**src/rtl/serial_add_pkg.sv**
```systemverilog
// Shared definitions for the bit-serial adder controller: FSM state
// encodings and the default operand width.
package serial_add_pkg;

  // Default operand width in bits (legal range 2..32).
  localparam int unsigned DEFAULT_WIDTH = 8;

  // Controller states. The encodings are fixed so that other blocks
  // observing the state agree on their meaning.
  typedef enum logic [1:0] {
    IDLE  = 2'd0,
    SHIFT = 2'd1,
    DONE  = 2'd2
  } state_e;

endpackage : serial_add_pkg

```
**src/rtl/serial_add_ctrl_if.sv**
```systemverilog
// Request/result bundle of the bit-serial adder. The master side issues
// start with operands; the slave side (the adder) returns busy/done and
// the registered result.
interface serial_add_ctrl_if
  import serial_add_pkg::*;
#(
  parameter int unsigned WIDTH = DEFAULT_WIDTH
);

  logic             start;
  logic [WIDTH-1:0] a;
  logic [WIDTH-1:0] b;
  logic             cin;
  logic             busy;
  logic             done;
  logic [WIDTH-1:0] sum;
  logic             cout;

  modport master (
    output start, a, b, cin,
    input  busy, done, sum, cout
  );

  modport slave (
    input  start, a, b, cin,
    output busy, done, sum, cout
  );

endinterface : serial_add_ctrl_if

```
**src/rtl/full_adder_st.sv**
```systemverilog
// Single-bit full-adder cell: one sum bit and one carry-out per call.
module full_adder_st (
  input  logic a_i,
  input  logic b_i,
  input  logic c_i,
  output logic s_o,
  output logic c_o
);

  logic half_s;

  assign half_s = a_i ^ b_i;
  assign s_o    = half_s ^ c_i;
  assign c_o    = (a_i & b_i) | (c_i & half_s);

endmodule : full_adder_st

```
**src/rtl/serial_add_ctrl.sv**
```systemverilog
// Bit-serial adder controller. Computes a + b + cin one bit per clock,
// LSB first, through a single full-adder cell. The result and carry-out
// are loaded into output registers only when the last bit is produced,
// so the previous result stays visible for the whole addition.
module serial_add_ctrl
  import serial_add_pkg::*;
#(
  parameter int unsigned WIDTH = DEFAULT_WIDTH
) (
  input  logic            clk,
  input  logic            rst_n,
  serial_add_ctrl_if.slave bus
);

  localparam int unsigned CNT_W = (WIDTH > 1) ? $clog2(WIDTH) : 1;
  localparam logic [CNT_W-1:0] LAST_CNT = CNT_W'(WIDTH - 1);

  state_e             state_q,  state_d;
  logic [WIDTH-1:0]   a_sr_q,   a_sr_d;
  logic [WIDTH-1:0]   b_sr_q,   b_sr_d;
  logic [WIDTH-1:0]   sum_sr_q, sum_sr_d;
  logic               carry_q,  carry_d;
  logic [CNT_W-1:0]   cnt_q,    cnt_d;
  logic [WIDTH-1:0]   sum_q,    sum_d;
  logic               cout_q,   cout_d;

  logic               fa_sum_s;
  logic               fa_carry_s;

  // The one adder cell sees the current LSBs and the running carry.
  full_adder_st u_fa (
    .a_i (a_sr_q[0]),
    .b_i (b_sr_q[0]),
    .c_i (carry_q),
    .s_o (fa_sum_s),
    .c_o (fa_carry_s)
  );

  // State and datapath registers with synchronous active-low reset.
  always_ff @(posedge clk) begin
    if (!rst_n) begin
      state_q  <= IDLE;
      a_sr_q   <= {WIDTH{1'b0}};
      b_sr_q   <= {WIDTH{1'b0}};
      sum_sr_q <= {WIDTH{1'b0}};
      carry_q  <= 1'b0;
      cnt_q    <= {CNT_W{1'b0}};
      sum_q    <= {WIDTH{1'b0}};
      cout_q   <= 1'b0;
    end else begin
      state_q  <= state_d;
      a_sr_q   <= a_sr_d;
      b_sr_q   <= b_sr_d;
      sum_sr_q <= sum_sr_d;
      carry_q  <= carry_d;
      cnt_q    <= cnt_d;
      sum_q    <= sum_d;
      cout_q   <= cout_d;
    end
  end

  // Next-state and datapath update: accept in IDLE, one bit per SHIFT
  // cycle, publish result on the final SHIFT cycle, DONE lasts one cycle.
  always_comb begin
    state_d  = state_q;
    a_sr_d   = a_sr_q;
    b_sr_d   = b_sr_q;
    sum_sr_d = sum_sr_q;
    carry_d  = carry_q;
    cnt_d    = cnt_q;
    sum_d    = sum_q;
    cout_d   = cout_q;

    case (state_q)
      IDLE: begin
        if (bus.start) begin
          state_d = SHIFT;
          a_sr_d  = bus.a;
          b_sr_d  = bus.b;
          carry_d = bus.cin;
          cnt_d   = {CNT_W{1'b0}};
        end else begin
          state_d = IDLE;
        end
      end

      SHIFT: begin
        sum_sr_d = {fa_sum_s, sum_sr_q[WIDTH-1:1]};
        a_sr_d   = {1'b0, a_sr_q[WIDTH-1:1]};
        b_sr_d   = {1'b0, b_sr_q[WIDTH-1:1]};
        carry_d  = fa_carry_s;
        if (cnt_q == LAST_CNT) begin
          // Counter parks at its last value instead of wrapping.
          state_d = DONE;
          sum_d   = {fa_sum_s, sum_sr_q[WIDTH-1:1]};
          cout_d  = fa_carry_s;
        end else begin
          cnt_d   = cnt_q + CNT_W'(1);
        end
      end

      DONE: begin
        state_d = IDLE;
      end

      default: begin
        state_d = IDLE;
      end
    endcase
  end

  // Status is a pure decode of the state register; result comes from flops.
  assign bus.busy = (state_q == SHIFT);
  assign bus.done = (state_q == DONE);
  assign bus.sum  = sum_q;
  assign bus.cout = cout_q;

endmodule : serial_add_ctrl

```
**src/flat_wrapper.sv**
```systemverilog
// flat-port wrapper written by rule: the top's interface ports become plain ports
module serial_add_ctrl_flat import serial_add_pkg::*;
#(
  parameter int unsigned WIDTH = DEFAULT_WIDTH
)
  (clk, rst_n, bus_start, bus_a, bus_b, bus_cin, bus_busy, bus_done, bus_sum, bus_cout);
  serial_add_ctrl_if #(.WIDTH(WIDTH)) bus_i ();
  input  logic clk;
  input  logic rst_n;
  input wire logic [$bits(bus_i.start)-1:0] bus_start;
  input wire logic [$bits(bus_i.a)-1:0] bus_a;
  input wire logic [$bits(bus_i.b)-1:0] bus_b;
  input wire logic [$bits(bus_i.cin)-1:0] bus_cin;
  output wire logic [$bits(bus_i.busy)-1:0] bus_busy;
  output wire logic [$bits(bus_i.done)-1:0] bus_done;
  output wire logic [$bits(bus_i.sum)-1:0] bus_sum;
  output wire logic [$bits(bus_i.cout)-1:0] bus_cout;
  assign bus_i.start = bus_start;
  assign bus_i.a = bus_a;
  assign bus_i.b = bus_b;
  assign bus_i.cin = bus_cin;
  assign bus_busy = bus_i.busy;
  assign bus_done = bus_i.done;
  assign bus_sum = bus_i.sum;
  assign bus_cout = bus_i.cout;
  serial_add_ctrl #(.WIDTH(WIDTH)) u_core (.clk(clk), .rst_n(rst_n), .bus(bus_i));
endmodule
```
**config.mk**
```make
export PLATFORM = sky130hd
export DESIGN_NAME = serial_add_ctrl_flat
export DESIGN_NICKNAME = d
export VERILOG_FILES = /design/src/rtl/serial_add_pkg.sv /design/src/rtl/serial_add_ctrl_if.sv /design/src/rtl/full_adder_st.sv /design/src/rtl/serial_add_ctrl.sv /design/src/flat_wrapper.sv
export SDC_FILE = /design/constraint.sdc
export NUM_CORES = 1
export LEC_CHECK = 0
export CAP_MARGIN = 20
export CORE_MARGIN = 1
export CORE_UTILIZATION = 46
export DETAILED_ROUTE_END_ITERATION = 10
export PLACE_DENSITY_LB_ADDON = 0.15
export SYNTH_ARGS = -nofsm -noshare
export SYNTH_HDL_FRONTEND = slang
export SYNTH_SLANG_ARGS = --single-unit
```
**constraint.sdc**
```tcl
create_clock -name clk -period 1.3 [get_ports clk]
set_clock_uncertainty 0.05 [all_clocks]
set_input_delay 0.13 -clock clk [delete_from_list [all_inputs] [get_ports clk]]
set_output_delay 0.13 -clock clk [all_outputs]
set_load 0.05 [all_outputs]
```
==> results.md, run 1 <==
- Placed Cells: 261
- Register bit total from synthesis: 38
- Unrepaired setup endpoints after global routing: true
- Top cells by area, synth: dfxtp_1 46%, nand2_1 5.9%, o2bb2ai_1 5.3%
- Slew margin rel.: just under 70%
- R2R cell count: 5
- Part of the power in registers: 55.1%
- Num CTS Buffers: 5
- Vias in the first global route: 1,429
- Reg-to-Reg Start: u_core.state_q[0]
- ANT cells: 0
- CTS tree: built
- Endpoints failing setup: 1
- Final Max Tran Viols: 0
- CTS Root Cell: clkbuf_4
- Clk slew on worst S/H paths: 0.11 ns
- First-pass DRT Iterations: 4
- Max-cap check violation count: 0
- Outcome: complete, but fails checks
- Top FF cell, synth: dfxtp_1
- Clock tree sinks: 38
- Async SR Flop Fraction: 0%
- Logic gate share of total power: 16.2%
- Final setup margin: -0.0328 ns
- Worst R2R End: u_core.b_sr_q[5]
- Area leader, netlist: dfxtp_1
- Reg2Reg Setup Slack: 0 ns
- CORE AREA: 3390 µm²
- Final Hold Viols: 0
- Synth top cells by count: 38 x dfxtp_1, 26 x nand2_1, 15 x a21oi_1, 15 x o21ai_0, 12 x nor2_1
- Fmax: 750 MHz
- Syn. warnings: 0
- Register area share after synthesis: 46.2%
- Wire per inst: 13.8 µm
- WHS Path Cells: 3
- Crit. End Element: output port
- Layout Nets: 253
- Antenna-violating nets left: 0
- P_leak: 0.000884 µW
- Worst-Skew Late Latency: 0.35 ns
- I/O Pins: 31
- Cells after Synth: 185
- Mapped Area: 1650 µm²
- Hold Crit Start: bus_b[6]
- Die ar.: 3830 µm²
- Num rows: 21
- GR Overflow Total: 0
- Crit Path Category: flop to output port
- Max IR drop VDD: between 600 and 700 µV
- Max FO, Critical Path: 4
- Die Wd: 61.9 µm
- Crit path time final: 1.33 ns
- H-tree depth: 2
- Largest net degree at the start of global routing: 39
- Crit start category: flop
- P&R area growth vs syn: 44.4%
- Layout cells sized above 1: 27.7%
- Failing checks: negative setup slack
- Drt total wl: 3820 µm
- Syn Nets: 208
- Starting Density: 48.6%
- CTS Buffer Depth: 2
- Clock Power Share: 28.7%
- Worst min path class: input port to flop
- GRT Total Usage: 23.1%
- Largest stage delay, worst path: 0.34 ns
- Sw power: 603 µW
- Worst slew pin tran: 0.486 ns
- # DRC: 0
- Most used cell, CP: buf_6
- Routability Congestion: ~0.73
- # fillers: between 200 and 300
- Via Count: between 1,500 and 2,000
- DIE HEIGHT: 61.9 µm
- EDFF count, synth: 0
- Tcrit/Tclk final: 103%
- Critical Path RT: 1.12 ns
- Initial antenna violation count: 0
- Endpoint, Worst Hold: u_core.b_sr_q[6]
- Final cell count without fillers: approximately 280
- Via density: between 5 and 6
- Arr. time, crit path: 1.15 ns
- Yosys top cell area share: 46.2%
- 1st-iter DRT viols: 53
- Slowest stage cell, crit path: dfxtp_2
- CP Cell Sequence: buf_6 > buf_6 > nor2_4 > buf_12
- Pre-CTS setup slack: -0.0837 ns
- DP HPWL: 2520 µm
- Synth Area per Inst: between 8 and 9 µm²
- Port bufs: 30
- P_int: 1680 µW
- First-pass GRT wire length: 6310 µm
- PwrDens: 958 nW/µm²
- Unique cell type count in the Yosys netlist: 33
- Cell with the most instances after synthesis: dfxtp_1
- Sw frac: 26.5%
layer usage:
layer,up-vias,wire length (µm),GRT usage (%)
met1,703,1680,27.5
met4,0,70,10.8
met5,-,0,0
met3,8,169,3.73
li1,746,-,-
met2,45,1900,40.6
registers in the layout (all words and copies together), names as in the netlist:
name	cells
u_core.bus.sum	8
u_core.sum_sr_q	7
u_core.cnt_q	3
u_core.a_sr_q	8
u_core.b_sr_q	8
u_core.state_q	2
u_core.carry_q	1
u_core.bus.cout	1
worst max-delay path: cells and delay by family (launching register included):
kind | cells | cell delay, ns
buffers and inverters | 3 | 0.37
and+or+nand+nor | 1 | 0.09
DFF | 1 | 0.34
cell type report:
type	instances	area (µm²)	share of cell area [%]
Clock buffer	6	51.3	2.16
Clock inverter	2	12.5	0.526
Inverter	3	18.8	0.789
Multi-Input combinational cell	131	876	36.8
Sequential cell	38	768	32.3
Tap cell	46	57.6	2.42
Timing Repair Buffer	51	596	25.0
timing repair:
| action | in CTS | in global routing |
|---|---|---|
| setup buffers | 6 | 2 |
| pin swaps | 1 | 6 |
| resized for setup | 14 | 25 |
| hold buffers | 0 | 0 |
| hold endpoints to repair | 0 | 0 |
| setup endpoints to repair | 18 | 29 |
cells in the final DEF (no fill, tap or decap), drive strengths merged, types with 2 or more instances in the layout:
| master | Yosys | final |
|---|---|---|
| dfxtp | 38 | 38 |
| a32oi | 2 | 2 |
| clkbuf | 6 | 6 |
| a21boi | 19 | 19 |
| ha | 2 | 2 |
| inv | 3 | 3 |
| nor3b | 2 | 2 |
| o2bb2ai | 10 | 10 |
| a21oi | 15 | 15 |
| a22oi | 2 | 2 |
| o22ai | 5 | 5 |
| nand3 | 9 | 9 |
| nand2 | 26 | 26 |
| o21ai | 15 | 15 |
| nor2 | 12 | 12 |
| nand2b | 2 | 2 |
| nor2b | 2 | 2 |
| buf | 7 | 32 |
| clkdlybuf4s50 | 0 | 19 |
power by group through the flow:
stage          Combinational, µW  Sequential (µW)  Clock [µW]
6_report                     369             1260         654
5_1_grt                      406             1260         721
4_1_cts                      348             1250         665
3_5_place_dp                 318             1280           0
3_3_place_gp                 305             1280           0
2_1_floorplan                198             1270           0
how the worst max path moves through the flow:
stage,from,end,slack (ns),cells after the start
2_1_floorplan,u_core.cnt_q[0],u_core.cnt_q[1],0.0003,5
3_3_place_gp,bus_start,u_core.b_sr_q[5],-0.04,4
3_5_place_dp,u_core.cnt_q[0],u_core.bus.cout,-0.08,5
4_1_cts,u_core.state_q[0],bus_done,-0.06,4
5_1_grt,u_core.state_q[0],bus_done,-0.09,4
6_report,u_core.state_q[0],bus_done,-0.03,4
stage by stage:
step                      total power, µW  TNS [ns]  utilization [%]  hold slack [ns]  cell area, µm²
after global placement               1580    -0.560             63.5            0.392            2150
after detailed placement             1600     -1.58             63.5            0.403            2150
final                                2280   -0.0328             70.2            0.376            2380
after floorplan                      1470         0                -            0.251            1660
after CTS                            2260    -0.123             68.1            0.368            2310
after global routing                 2390    -0.573             70.2            0.396            2380
cell families after synthesis:
family	count (synthesis)	synth area share, %
AO/OA/AOI/OAI	71	28.9
AND/OR/NAND/NOR	57	16.1
adder cells (fa/ha/maj)	3	2.73
buffers and inverters	16	6.15
flip-flops	38	46.2
(Power assumes the default switching activity.)
==> inputs of run 2 (changes only) <==
--- a/config.mk
+++ b/config.mk
@@ -5,6 +5,7 @@
 export SDC_FILE = /design/constraint.sdc
 export NUM_CORES = 1
 export LEC_CHECK = 0
+export ABC_CLOCK_PERIOD_IN_PS = 1300
 export CAP_MARGIN = 20
 export CORE_MARGIN = 1
 export CORE_UTILIZATION = 46
==> results of run 2 <==
The final DEF is identical to that of run 1; final timing and power are the same.
==> inputs of run 3 (changes only) <==
--- a/config.mk
+++ b/config.mk
@@ -8,9 +8,10 @@
 export ABC_CLOCK_PERIOD_IN_PS = 1300
 export CAP_MARGIN = 20
 export CORE_MARGIN = 1
-export CORE_UTILIZATION = 46
+export CORE_UTILIZATION = 40
 export DETAILED_ROUTE_END_ITERATION = 10
 export PLACE_DENSITY_LB_ADDON = 0.15
+export SETUP_SLACK_MARGIN = 0.4
 export SYNTH_ARGS = -nofsm -noshare
 export SYNTH_HDL_FRONTEND = slang
 export SYNTH_SLANG_ARGS = --single-unit
==> results.md, run 3 (synthesized netlist as in run 1, its figures left out) <==
- P&R area growth vs syn: 78.7% (was 44.4%)
- Largest net degree at the start of global routing: 39 (unchanged)
- Worst slew pin tran: 0.367 ns (was 0.486 ns)
- Antenna-violating nets left: 0 (unchanged)
- Slowest stage cell, crit path: dfxtp_4 (was dfxtp_2)
- Post-DP Area: 2150 µm² (about the same)
- Crit Path Category: flop to flop (was flop to output port)
- Final Max Tran Viols: 0 (unchanged)
- Reg-to-Reg Start: u_core.cnt_q[0] (was u_core.state_q[0])
- 1st-iter DRT viols: 87 (was 53)
- Max IR drop VDD: 646 µV (was 697 µV)
- I/O Pins: 31 (unchanged)
- Initial antenna violation count: 0 (unchanged)
- DP HPWL: 2510 µm (was 2520 µm)
- Starting Density: 43.4% (was 48.6%)
- Crit. End Element: flop (was output port)
- First-pass GRT wire length: 7420 µm (was 6310 µm)
- Delay-heaviest family, CP: flip-flops (was buffers and inverters)
- PwrDens: 1050 nW/µm² (was 958 nW/µm²)
- Max-cap check violation count: 0 (unchanged)
- Clk slew on worst S/H paths: 0.08 ns (was 0.11 ns)
- Worst-Skew Late Latency: 0.30 ns (was 0.35 ns)
- Outcome: finished, final reports clean (was complete, but fails checks)
- Wire per inst: 17.7 µm (was 13.8 µm)
- Most used cell, CP: ha_4 (was buf_6)
- P_leak: 0.00109 µW (was 0.000884 µW)
- Port bufs: 30 (unchanged)
- Crit path time final: 1.29 ns (was 1.33 ns)
- Via Count: 1,665 (was 1,502)
- GR Overflow Total: 0 (unchanged)
- Worst min path class: flop to flop (was input port to flop)
- ANT cells: 0 (unchanged)
- Final Hold Viols: 0 (unchanged)
- # DRC: 0 (unchanged)
- DIE HEIGHT: 66.2 µm (was 61.9 µm)
- Largest stage delay, worst path: 0.36 ns (was 0.34 ns)
- CP Cell Sequence: ha_4 > ha_4 > and2_4 > buf_4 > nor3b_2 (was buf_6 > buf_6 > nor2_4 > buf_12)
- Total power: 3080 µW (was 2280 µW)
- H-tree depth: 2 (unchanged)
- GRT Total Usage: 23.0% (was 23.1%)
- Most common cell after layout, fill and taps aside: dfxtp_1 (unchanged)
- Unrepaired setup endpoints after global routing: true (unchanged)
- Via density: 5.74 (was 5.42)
- Layout Nets: 264 (was 253)
- Worst Setup SP: u_core.cnt_q[0] (was u_core.state_q[0])
- Slew margin rel.: 75.5% (was 67.5%)
- Hold Crit Start: u_core.bus.sum[3] (was bus_b[6])
- Tcrit/Tclk final: 99.3% (was 103%)
- Clock tree sinks: 38 (unchanged)
- Design area: 2940 µm² (was 2380 µm²)
- CTS Buffer Depth: 2 (unchanged)
- Drt total wl: 5140 µm (was 3820 µm)
- CORE AREA: 3800 µm² (was 3390 µm²)
- Endpoints failing setup: 0 (was 1)
- Critical Path RT: 1.47 ns (was 1.12 ns)
- Crit start category: flop (unchanged)
- Crit path buf inv count: 1 (was 3)
- Routability Congestion: 0.737 (was 0.730)
- Layout cells sized above 1: 55.4% (was 27.7%)
- Die Wd: 66.2 µm (was 61.9 µm)
- Die ar.: 4380 µm² (was 3830 µm²)
- Vias in the first global route: 1,601 (was 1,429)
- Num CTS Buffers: 5 (unchanged)
- CTS tree: built (unchanged)
- Commonest cells after routing, fill and taps aside: 23 x dfxtp_1, 20 x nand2_1, 18 x clkdlybuf4s50_1 (was 34 x dfxtp_1, 26 x nand2_1, 19 x clkdlybuf4s50_1)
- First-pass DRT Iterations: 4 (unchanged)
- Num rows: 22 (was 21)
- Hold WS: 0.426 ns (was 0.376 ns)
- CTS Root Cell: clkbuf_8 (was clkbuf_4)
- Fmax: 775 MHz (was 750 MHz)
- Arr. time, crit path: 1.46 ns (was 1.15 ns)
- Max FO, Critical Path: 8 (was 4)
- TNS Setup: 0 ns (was -0.0328 ns)
[run 3: worst paths after layout]
path              slack (ns)                 to  cells after the start
setup / recovery       0.009  u_core.state_q[0]                      5
hold reg to reg         0.43  u_core.bus.sum[3]                      2
hold / removal          0.43  u_core.bus.sum[3]                      2
setup reg to reg       0.009  u_core.state_q[0]                      5
[run 3: through the flow]
stage / worst slack (ns) / instances / utilization, %
finish: 0.00950 / 290 / 77.5
global route: -0.0896 / 290 / 77.5
CTS: 0.0493 / 280 / 67.3
detailed placement: -0.147 / 258 / 56.7
floorplan: 0.131 / 185 / -
global placement: -0.0513 / 258 / 56.7
[run 3: layout make-up]
type	instances	area [µm²]
Timing Repair inverter	1	8.76
Timing Repair Buffer	59	727
Multi-Input combinational cell	133	1180
Tap cell	48	60.1
Clock inverter	2	60.1
Inverter	3	35.0
Clock buffer	6	82.6
Sequential cell	38	790
Fill cell	234	855
[run 3: timing repair]
| action | in CTS | in global routing |
|---|---|---|
| setup endpoints to repair | 49 | 49 |
| gates cloned | 3 | 2 |
| setup buffers | 11 | 8 |
| pin swaps | 11 | 19 |
| gates resized for setup | 53 | 69 |
| hold buffers | 0 | 0 |
[run 3: worst min-delay path, stage by stage (launching register included)]
cell	delay, ns
dfxtp_2	0.34
nand2_1	0.05
a21boi_1	0.05
[run 3: power by group]
part,internal (µW),switching (µW),leakage [µW]
logic,283,251,0.000703
registers,1220,60.6,0.000319
clock network,819,450,0.0000714
total,2320,762,0.00109
[run 3: metal layers]
| layer | up-vias | global-route usage (%) | routed length (µm) | part of all wire (%) |
|---|---|---|---|---|
| li1 | 784 | - | - | - |
| met3 | 11 | 5.52 | 205 | 4.0 |
| met2 | 47 | 41.7 | 2680 | 52 |
| met1 | 823 | 25.7 | 2140 | 42 |
| met5 | - | 0 | 0 | 0 |
| met4 | 0 | 8.78 | 119 | 2.3 |
